[config.mk]
export PLATFORM = sky130hd
export DESIGN_NAME = lsram_burst_reader_flat
export DESIGN_NICKNAME = d
export VERILOG_FILES = /design/src/rtl/lsram_burst_reader_pkg.sv /design/src/rtl/lsram_burst_reader_if.sv /design/src/rtl/lsram_rd_fifo2.sv /design/src/rtl/lsram_burst_reader.sv /design/src/flat_wrapper.sv
export SDC_FILE = /design/constraint.sdc
export NUM_CORES = 1
export LEC_CHECK = 0
export CAP_MARGIN = 20
export CORE_MARGIN = 8
export CORE_UTILIZATION = 47
export CTS_BUF_LIST = sky130_fd_sc_hd__clkbuf_4 sky130_fd_sc_hd__clkbuf_8
export DETAILED_ROUTE_END_ITERATION = 6
export GPL_TIMING_DRIVEN = 0
export PLACE_DENSITY = 0.75
export SYNTH_ARGS = -nofsm -noshare
export SYNTH_HDL_FRONTEND = slang
export SYNTH_HIERARCHICAL = 1
export SYNTH_SLANG_ARGS = --single-unit
export TNS_END_PERCENT = 5
[constraint.sdc]
create_clock -name aclk -period 2.9 [get_ports aclk]
set_clock_uncertainty 0.05 [all_clocks]
set_input_delay 0.58 -clock aclk [delete_from_list [all_inputs] [get_ports aclk]]
set_output_delay 0.58 -clock aclk [all_outputs]
set_load 0.03 [all_outputs]
[src/rtl/lsram_burst_reader_pkg.sv]
`default_nettype none
// ============================================================================
//  Module      : lsram_burst_reader_pkg
//  Description : Shared types and constants for the LSRAM burst read path.
//                DATA_WIDTH/ADDR_WIDTH defaults per LSRAM mode are supplied
//                at instantiation (data_width_fn/addr_width_fn).
//  Revision    : 1.0 - initial release
// ============================================================================
package lsram_burst_reader_pkg;

   // Depth of the read-data skid buffer; two entries cover the RAM latency.
   localparam int LSRAM_RD_FIFO_DEPTH = 2;

   typedef enum logic [1:0] {
      RD_IDLE  = 2'd0,
      RD_READ  = 2'd1,
      RD_DRAIN = 2'd2
   } lsram_rd_state_t;

   // A new read may start only if, after this cycle's pop, the words already
   // buffered plus the one in flight leave room in the buffer.
   function automatic logic lsram_rd_can_issue(input logic [1:0] count,
                                               input logic       inflight,
                                               input logic       pop);
      logic [2:0] occ;
      occ = {1'b0, count} + {2'b00, inflight} - {2'b00, pop};
      return (occ < 3'(LSRAM_RD_FIFO_DEPTH));
   endfunction

endpackage
`default_nettype wire

[src/rtl/lsram_burst_reader_if.sv]
`default_nettype none
// ============================================================================
//  Module      : lsram_burst_reader_if
//  Description : Command, RAM read-port and output stream bundle for the
//                LSRAM burst reader. 'master' is the reader side, 'slave' is
//                the environment (command source, RAM, stream consumer).
//  Revision    : 1.0 - initial release
// ============================================================================
interface lsram_burst_reader_if #(
   parameter int DATA_WIDTH = 18,
   parameter int ADDR_WIDTH = 10
);
   logic                  cmd_valid;
   logic                  cmd_ready;
   logic [ADDR_WIDTH-1:0] cmd_addr;
   logic [ADDR_WIDTH-1:0] cmd_len;
   logic [ADDR_WIDTH-1:0] ram_addr;
   logic [DATA_WIDTH-1:0] ram_dout;
   logic                  m_valid;
   logic                  m_ready;
   logic [DATA_WIDTH-1:0] m_data;
   logic                  m_last;
   logic                  busy;

   modport master (
      input  cmd_valid, cmd_addr, cmd_len, ram_dout, m_ready,
      output cmd_ready, ram_addr, m_valid, m_data, m_last, busy
   );

   modport slave (
      output cmd_valid, cmd_addr, cmd_len, ram_dout, m_ready,
      input  cmd_ready, ram_addr, m_valid, m_data, m_last, busy
   );
endinterface
`default_nettype wire

[src/rtl/lsram_rd_fifo2.sv]
`default_nettype none
// ============================================================================
//  Module      : lsram_rd_fifo2
//  Description : Two-entry first-word-fall-through buffer carrying read data
//                plus a last-beat flag. Head outputs read as zero when empty.
//  Revision    : 1.0 - initial release
// ============================================================================
module lsram_rd_fifo2 #(
   parameter int DATA_WIDTH = 18
) (
   input  wire logic                  aclk,
   input  wire logic                  aresetn,
   input  wire logic                  push,
   input  wire logic [DATA_WIDTH-1:0] push_data,
   input  wire logic                  push_last,
   input  wire logic                  pop,
   input  wire logic                  flush,
   output logic      [DATA_WIDTH-1:0] head_data,
   output logic                       head_last,
   output logic      [1:0]            count
);
   logic [DATA_WIDTH-1:0] r_data [2];
   logic                  r_last [2];
   logic                  r_wr_ptr;
   logic                  r_rd_ptr;
   logic [1:0]            r_count;
   logic                  w_pop;
   logic                  w_push;

   // Pops of an empty buffer and pushes into a full one (without a pop) are
   // dropped so the count can never wrap.
   assign w_pop  = pop && (r_count != 2'd0);
   assign w_push = push && ((r_count != 2'd2) || w_pop);

   // Storage, pointers and occupancy; flush empties without touching storage.
   always_ff @(posedge aclk or negedge aresetn) begin
      if (!aresetn) begin
         r_data[0] <= '0;
         r_data[1] <= '0;
         r_last[0] <= 1'b0;
         r_last[1] <= 1'b0;
         r_wr_ptr  <= 1'b0;
         r_rd_ptr  <= 1'b0;
         r_count   <= 2'd0;
      end else if (flush) begin
         r_wr_ptr  <= 1'b0;
         r_rd_ptr  <= 1'b0;
         r_count   <= 2'd0;
      end else begin
         if (w_push) begin
            r_data[r_wr_ptr] <= push_data;
            r_last[r_wr_ptr] <= push_last;
            r_wr_ptr         <= ~r_wr_ptr;
         end
         if (w_pop) begin
            r_rd_ptr <= ~r_rd_ptr;
         end
         r_count <= r_count + {1'b0, w_push} - {1'b0, w_pop};
      end
   end

   assign head_data = (r_count != 2'd0) ? r_data[r_rd_ptr] : '0;
   assign head_last = (r_count != 2'd0) ? r_last[r_rd_ptr] : 1'b0;
   assign count     = r_count;

endmodule
`default_nettype wire

[src/rtl/lsram_burst_reader.sv]
`default_nettype none
// ============================================================================
//  Module      : lsram_burst_reader
//  Description : Burst read initiator for an LSRAM read port with 1-cycle
//                registered read latency. Accepts (base, length-1) commands,
//                issues sequential (wrapping) reads and streams the words out
//                on a valid/ready interface with last-beat marking.
//  Options     : LSRAM_BURST_READER_ABORT_EN adds an 'abort' input that
//                truncates the burst in progress.
//  Revision    : 1.0 - initial release
// ============================================================================
module lsram_burst_reader
   import lsram_burst_reader_pkg::*;
#(
   parameter int DATA_WIDTH = 18,
   parameter int ADDR_WIDTH = 10
) (
   input wire logic aclk,
   input wire logic aresetn,
`ifdef LSRAM_BURST_READER_ABORT_EN
   input wire logic abort,
`endif
   lsram_burst_reader_if.master bus
);
   localparam logic [ADDR_WIDTH-1:0] c_one = {{(ADDR_WIDTH-1){1'b0}}, 1'b1};

   lsram_rd_state_t       r_state;
   lsram_rd_state_t       w_state_nxt;
   logic [ADDR_WIDTH-1:0] r_addr;
   logic [ADDR_WIDTH-1:0] r_remaining;
   logic                  r_inflight;
   logic                  r_inflight_last;
   logic                  w_accept;
   logic                  w_issue;
   logic                  w_flush;
   logic                  w_pop;
   logic                  w_abort;
   logic [DATA_WIDTH-1:0] w_head_data;
   logic                  w_head_last;
   logic [1:0]            w_count;

`ifdef LSRAM_BURST_READER_ABORT_EN
   // Abort only matters while a burst is active; in IDLE it is ignored, so a
   // command handshaking alongside abort is never truncated.
   assign w_abort = abort && (r_state != RD_IDLE);
`else
   assign w_abort = 1'b0;
`endif

   assign w_pop = (w_count != 2'd0) && bus.m_ready;

   // State register.
   always_ff @(posedge aclk or negedge aresetn) begin
      if (!aresetn) begin
         r_state <= RD_IDLE;
      end else begin
         r_state <= w_state_nxt;
      end
   end

   // Next state, command accept, read issue and flush decisions.
   always_comb begin
      w_state_nxt = r_state;
      w_accept    = 1'b0;
      w_issue     = 1'b0;
      w_flush     = 1'b0;
      case (r_state)
         RD_IDLE: begin
            if (bus.cmd_valid) begin
               w_accept    = 1'b1;
               w_state_nxt = RD_READ;
            end
         end
         RD_READ: begin
            if (w_abort) begin
               w_flush     = 1'b1;
               w_state_nxt = RD_IDLE;
            end else if (lsram_rd_can_issue(w_count, r_inflight, w_pop)) begin
               w_issue = 1'b1;
               if (r_remaining == '0) begin
                  w_state_nxt = RD_DRAIN;
               end
            end
         end
         RD_DRAIN: begin
            // The last-flagged word is the final one pushed, so its pop
            // leaves the buffer empty with nothing in flight.
            if (w_abort) begin
               w_flush     = 1'b1;
               w_state_nxt = RD_IDLE;
            end else if (w_pop && w_head_last) begin
               w_state_nxt = RD_IDLE;
            end
         end
         default: begin
            w_state_nxt = RD_IDLE;
         end
      endcase
   end

   // Address counter, remaining count and the in-flight read tracker.
   always_ff @(posedge aclk or negedge aresetn) begin
      if (!aresetn) begin
         r_addr          <= '0;
         r_remaining     <= '0;
         r_inflight      <= 1'b0;
         r_inflight_last <= 1'b0;
      end else if (w_accept) begin
         r_addr          <= bus.cmd_addr;
         r_remaining     <= bus.cmd_len;
         r_inflight      <= 1'b0;
         r_inflight_last <= 1'b0;
      end else if (w_issue) begin
         r_addr          <= r_addr + c_one;
         r_remaining     <= r_remaining - c_one;
         r_inflight      <= 1'b1;
         r_inflight_last <= (r_remaining == '0);
      end else begin
         r_inflight      <= 1'b0;
         r_inflight_last <= 1'b0;
      end
   end

   lsram_rd_fifo2 #(
      .DATA_WIDTH (DATA_WIDTH)
   ) u_fifo (
      .aclk      (aclk),
      .aresetn   (aresetn),
      .push      (r_inflight && !w_flush),
      .push_data (bus.ram_dout),
      .push_last (r_inflight_last),
      .pop       (w_pop),
      .flush     (w_flush),
      .head_data (w_head_data),
      .head_last (w_head_last),
      .count     (w_count)
   );

   // The RAM address is the counter register itself: it holds whenever no
   // read is issued, which keeps the RAM output steady during stalls.
   assign bus.ram_addr  = r_addr;
   assign bus.cmd_ready = (r_state == RD_IDLE);
   assign bus.busy      = (r_state != RD_IDLE);
   assign bus.m_valid   = (w_count != 2'd0);
   assign bus.m_data    = w_head_data;
   assign bus.m_last    = w_head_last;

endmodule
`default_nettype wire
[src/flat_wrapper.sv]
// flat-port wrapper written by rule: the top's interface ports become plain ports
module lsram_burst_reader_flat import lsram_burst_reader_pkg::*;
#(
   parameter int DATA_WIDTH = 18,
   parameter int ADDR_WIDTH = 10
)
  (aclk, aresetn, bus_cmd_valid, bus_cmd_addr, bus_cmd_len, bus_ram_dout, bus_m_ready, bus_cmd_ready, bus_ram_addr, bus_m_valid, bus_m_data, bus_m_last, bus_busy);
  lsram_burst_reader_if #(.DATA_WIDTH(DATA_WIDTH), .ADDR_WIDTH(ADDR_WIDTH)) bus_i ();
  input wire logic aclk;
  input wire logic aresetn;
  input wire logic [$bits(bus_i.cmd_valid)-1:0] bus_cmd_valid;
  input wire logic [$bits(bus_i.cmd_addr)-1:0] bus_cmd_addr;
  input wire logic [$bits(bus_i.cmd_len)-1:0] bus_cmd_len;
  input wire logic [$bits(bus_i.ram_dout)-1:0] bus_ram_dout;
  input wire logic [$bits(bus_i.m_ready)-1:0] bus_m_ready;
  output wire logic [$bits(bus_i.cmd_ready)-1:0] bus_cmd_ready;
  output wire logic [$bits(bus_i.ram_addr)-1:0] bus_ram_addr;
  output wire logic [$bits(bus_i.m_valid)-1:0] bus_m_valid;
  output wire logic [$bits(bus_i.m_data)-1:0] bus_m_data;
  output wire logic [$bits(bus_i.m_last)-1:0] bus_m_last;
  output wire logic [$bits(bus_i.busy)-1:0] bus_busy;
  assign bus_i.cmd_valid = bus_cmd_valid;
  assign bus_i.cmd_addr = bus_cmd_addr;
  assign bus_i.cmd_len = bus_cmd_len;
  assign bus_i.ram_dout = bus_ram_dout;
  assign bus_i.m_ready = bus_m_ready;
  assign bus_cmd_ready = bus_i.cmd_ready;
  assign bus_ram_addr = bus_i.ram_addr;
  assign bus_m_valid = bus_i.m_valid;
  assign bus_m_data = bus_i.m_data;
  assign bus_m_last = bus_i.m_last;
  assign bus_busy = bus_i.busy;
  lsram_burst_reader #(.DATA_WIDTH(DATA_WIDTH), .ADDR_WIDTH(ADDR_WIDTH)) u_core (.aclk(aclk), .aresetn(aresetn), .bus(bus_i));
endmodule
==> flow_results.xml <==
<?xml version="1.0" encoding="UTF-8"?>
<metrics>
  <group name="logic_synthesis">
    <metric name="synth.distinct_cells" unit="">41</metric>
    <metric name="seq_area_frac_synth" unit="%">48.6</metric>
    <metric name="yosys.area_share.xor_xnor" unit="%">4.13</metric>
    <metric name="post_synth_and_or_nand_nor_area_fraction" unit="%">16.2</metric>
    <metric name="fraction_of_synthesized_area_in_multiplexers" unit="%">20.8</metric>
    <metric name="dominant_combinational_cell_family_by_area_after_synthesis" unit="">multiplexers</metric>
    <metric name="fraction_of_the_mapped_netlist_area_in_compound_gates" unit="%">4.57</metric>
    <metric name="mappedNetlistArea" unit="µm²">3400</metric>
    <metric name="synth_warnings" unit="">6</metric>
    <metric name="synth.avg_cell_area" unit="µm²">11.1</metric>
    <metric name="synthesis.instances" unit="">305</metric>
    <metric name="synth_adder_area_share" unit="%">2.43</metric>
    <metric name="flip_flop_and_latch_count_after_synthesis" unit="">66</metric>
  </group>
  <group name="cells_and_area">
    <metric name="antenna_cells_inserted" unit="">0</metric>
    <metric name="final_nets" unit="">446</metric>
    <metric name="layout_commonest_cell" unit="">sky130_fd_sc_hd__clkdlybuf4s50_1</metric>
    <metric name="layout.cell_area.non_filler" unit="µm²">4520</metric>
    <metric name="most_frequent_cells_in_the_layout" unit="">sky130_fd_sc_hd__clkdlybuf4s50_1, sky130_fd_sc_hd__dfrtp_1, sky130_fd_sc_hd__nor2_1</metric>
    <metric name="num-fill-cells" unit="">604</metric>
    <metric name="combined_area_of_the_multi_input_logic_cells" unit="µm²">1700</metric>
    <metric name="share_of_cells_above_drive_strength_1" unit="%">21.8</metric>
    <metric name="layout.area.seq" unit="µm²">1650</metric>
    <metric name="area.growth.synth_to_final" unit="%">33.1</metric>
  </group>
  <group name="route">
    <metric name="routed_wl" unit="µm">7380</metric>
    <metric name="antenna_left" unit="">0</metric>
    <metric name="drt_pre_antenna_iters" unit="">4</metric>
    <metric name="drt_iter0_drcs" unit="">75</metric>
    <metric name="detail_route.wl_per_cell" unit="µm">14.7</metric>
    <metric name="vias_per_cell" unit="">4.99</metric>
    <metric name="drc" unit="">0</metric>
    <metric name="detailroute.via_count" unit="">2506</metric>
  </group>
  <group name="floorplan">
    <metric name="floorplan.initialDensity" unit="%">47.6</metric>
    <metric name="die_height" unit="µm">101</metric>
    <metric name="fp-row-count" unit="">31</metric>
    <metric name="io-pin-count" unit="">74</metric>
    <metric name="core-area" unit="µm²">7140</metric>
    <metric name="design.die.area" unit="µm²">10200</metric>
    <metric name="fp.dieW" unit="µm">101</metric>
  </group>
  <group name="job">
    <metric name="cap_viol_max_count" unit="">0</metric>
  </group>
  <group name="power">
    <metric name="finalPower" unit="mW">1.76</metric>
    <metric name="p_per_area" unit="nW/µm²">389</metric>
    <metric name="peakVddDrop" unit="µV">237</metric>
    <metric name="reported_leakage_power" unit="nW">1.96</metric>
  </group>
  <group name="sta">
    <metric name="slew_violations" unit="">0</metric>
    <metric name="timing.max_slew.rel_slack" unit="%">44.9</metric>
    <metric name="timing.final.hold_violations" unit="">0</metric>
    <metric name="worst_pin_slew" unit="ns">0.827</metric>
    <metric name="setup_viol" unit="">0</metric>
    <metric name="timing.final.crit_share" unit="%">97.7</metric>
    <metric name="fmax" unit="GHz">0.353</metric>
    <metric name="min_period" unit="ns">2.83</metric>
  </group>
  <group name="global_route">
    <metric name="first_global_vias" unit="">2651</metric>
    <metric name="grt_max_degree" unit="">67</metric>
    <metric name="antenna_found_initial" unit="">0</metric>
    <metric name="first_pass_grt_wire_length" unit="µm">12400</metric>
    <metric name="globalRouteOverflowTotal" unit="">0</metric>
    <metric name="global_route.usage.total" unit="%">15.2</metric>
  </group>
  <group name="cts">
    <metric name="clock_tree.htree_level_count" unit="">3</metric>
    <metric name="cts_tree" unit="">done</metric>
    <metric name="cts_inserted_buffers" unit="">9</metric>
    <metric name="insertion_delay" unit="ns">0.33</metric>
    <metric name="clock_path_buffers" unit="">2</metric>
    <metric name="hold_buffers" unit="">0</metric>
    <metric name="numClockSinks" unit="">66</metric>
    <metric name="clk_pin_slew_worst_paths" unit="ns">0.07</metric>
    <metric name="cts_root_buffer" unit="">sky130_fd_sc_hd__clkbuf_8</metric>
  </group>
  <group name="placement">
    <metric name="globalplace.congestion" unit="">0.798</metric>
    <metric name="place_hpwl" unit="µm">5370</metric>
    <metric name="placement.cell_area" unit="µm²">4280</metric>
    <metric name="port-buffer-count" unit="">73</metric>
  </group>
  <group name="critical_path">
    <metric name="type_of_destination_of_the_critical_path" unit="">flip-flop</metric>
    <metric name="cp_max_fo" unit="">7</metric>
    <metric name="r2r_start" unit="">u_core/u_fifo/count[1]</metric>
    <metric name="worst-setup-path-type" unit="">flip-flop to flip-flop</metric>
    <metric name="worstRegToRegCells" unit="">9</metric>
    <metric name="start_kind" unit="">flip-flop</metric>
    <metric name="worst_ep_required_time" unit="ns">3.11</metric>
    <metric name="worstReg2RegEnd" unit="">u_core/bus.ram_addr[7]</metric>
    <metric name="cp.arrival" unit="ns">3.04</metric>
    <metric name="setup_slack_on_the_worst_flop_to_flop_path" unit="ns">0.07</metric>
  </group>
  <group name="hold_path">
    <metric name="worstHoldPathType" unit="">primary input to async pin</metric>
  </group>
  <group name="run_status">
    <metric name="outcome" unit="">completed</metric>
  </group>
</metrics>
cells by family after synthesis:
logic type | Yosys count
multiplexers | 62
AO/OA/AOI/OAI | 27
XOR/XNOR | 16
buffers and inverters | 21
adder cells (fa/ha/maj) | 6
flip-flops | 66
other | 1
AND/OR/NAND/NOR | 106
routing by layer:
| metal | vias to the layer above | track usage, % | part of all wire (%) |
|---|---|---|---|
| li1 | 1240 | - | - |
| met1 | 1192 | 18.4 | 46 |
| met2 | 68 | 24.7 | 47 |
| met3 | 6 | 4.77 | 6.5 |
| met4 | 0 | 5.38 | 0.92 |
| met5 | - | 0 | 0 |
where the power goes:
part	internal, mW	total (mW)	switching [mW]
Combinational	0.0780	0.138	0.0604
Clock	0.338	0.673	0.335
Sequential	0.934	0.949	0.0154
Total	1.35	1.76	0.411
critical path, cell delays in order, from the launching register on:
cell and delay (ns):
sky130_fd_sc_hd__dfrtp_2 0.47, sky130_fd_sc_hd__or2_4 0.15, sky130_fd_sc_hd__and2_4 0.14, sky130_fd_sc_hd__nor2b_4 0.16, sky130_fd_sc_hd__o21ai_2 0.08, sky130_fd_sc_hd__fa_2 0.62, sky130_fd_sc_hd__nand3b_4 0.11, sky130_fd_sc_hd__or3_4 0.39
sky130_fd_sc_hd__or4_4 0.41, sky130_fd_sc_hd__a31oi_1 0.17
sequential cells by signal, indices dropped and copies added, names as in the netlist:
name                    count
u_core/u_fifo/r_rd_ptr      1
u_core/r_inflight           1
u_core/u_fifo/r_data       36
u_core/r_state              2
u_core/r_inflight_last      1
u_core/bus.ram_addr        10
u_core/u_fifo/r_wr_ptr      1
u_core/u_fifo/r_last        2
u_core/r_remaining         10
u_core/u_fifo/count         2
final cells by class:
class                   instances  share of cell area, %
clock buffers                  11                   3.21
multi-input cells             223                   37.5
flip-flops and latches         66                   36.6
clock inverters                 5                  0.664
repair buffers                 77                   16.8
well taps                      99                   2.74
inverters                       7                  0.581
plain buffers                  14                   1.88
cell usage after synthesis (all sizes together):
library cell   n  area [µm²]
clkbuf         7        26.3
mux2i         23         230
nor4b          3        26.3
nor3b          1        7.51
conb           1        3.75
a21oi          5        25.0
nand3b         3        35.0
o21ai         16        80.1
a211o          3        26.3
nor4           6        37.5
nor2b          3        18.8
or4            3        26.3
xnor2         13         114
and4b          1        10.0
o31ai          1        7.51
or2            3        18.8
nand4b         2        17.5
ha             5        62.6
and3           1        6.26
dfrtp         66        1650
fa             1        20.0
o211a          1        10.0
nand4          1        6.26
and2           2        12.5
a31oi          1        6.26
mux2          39         477
xor2           3        26.3
or3b           2        17.5
nor3           4        20.0
inv            7        26.3
nand3          6        30.0
nor2          35         131
nand2         26        97.6
buf            7        53.8
or3            4        30.0
through the flow:
step	setup slack [ns]	setup TNS [ns]	hold WS [ns]	instances	utilization, %
CTS	-0.0830	-0.0933	0.321	499	62.7
floorplan	0.0166	0	0.234	310	-
finish	0.0657	0	0.278	502	63.3
global route	-0.00670	-0.0104	0.359	502	63.3
detailed placement	-0.572	-7.96	0.442	482	60.0
global placement	-1.14	-67.72	0.433	482	60.0
worst max path at each step:
stage,endpoint,start,cells past startpoint
global placement,u_core/u_fifo/count[0],aresetn,1
detailed placement,u_core/bus.ram_addr[7],bus_m_ready,9
floorplan,u_core/bus.ram_addr[7],u_core/u_fifo/count[1],8
CTS,u_core/bus.ram_addr[7],bus_m_ready,9
finish,u_core/bus.ram_addr[7],u_core/u_fifo/count[1],9
global route,u_core/bus.ram_addr[7],u_core/u_fifo/count[1],9
repair_timing:
action / CTS / global route
setup buffers: 1 / 3
pin swaps: 3 / 8
endpoints found under the hold margin: 0 / 0
endpoints found under the setup margin: 22 / 29
gates cloned: 0 / 0
gates resized for setup: 6 / 7
No activity file was read; power rests on OpenSTA's default activity.
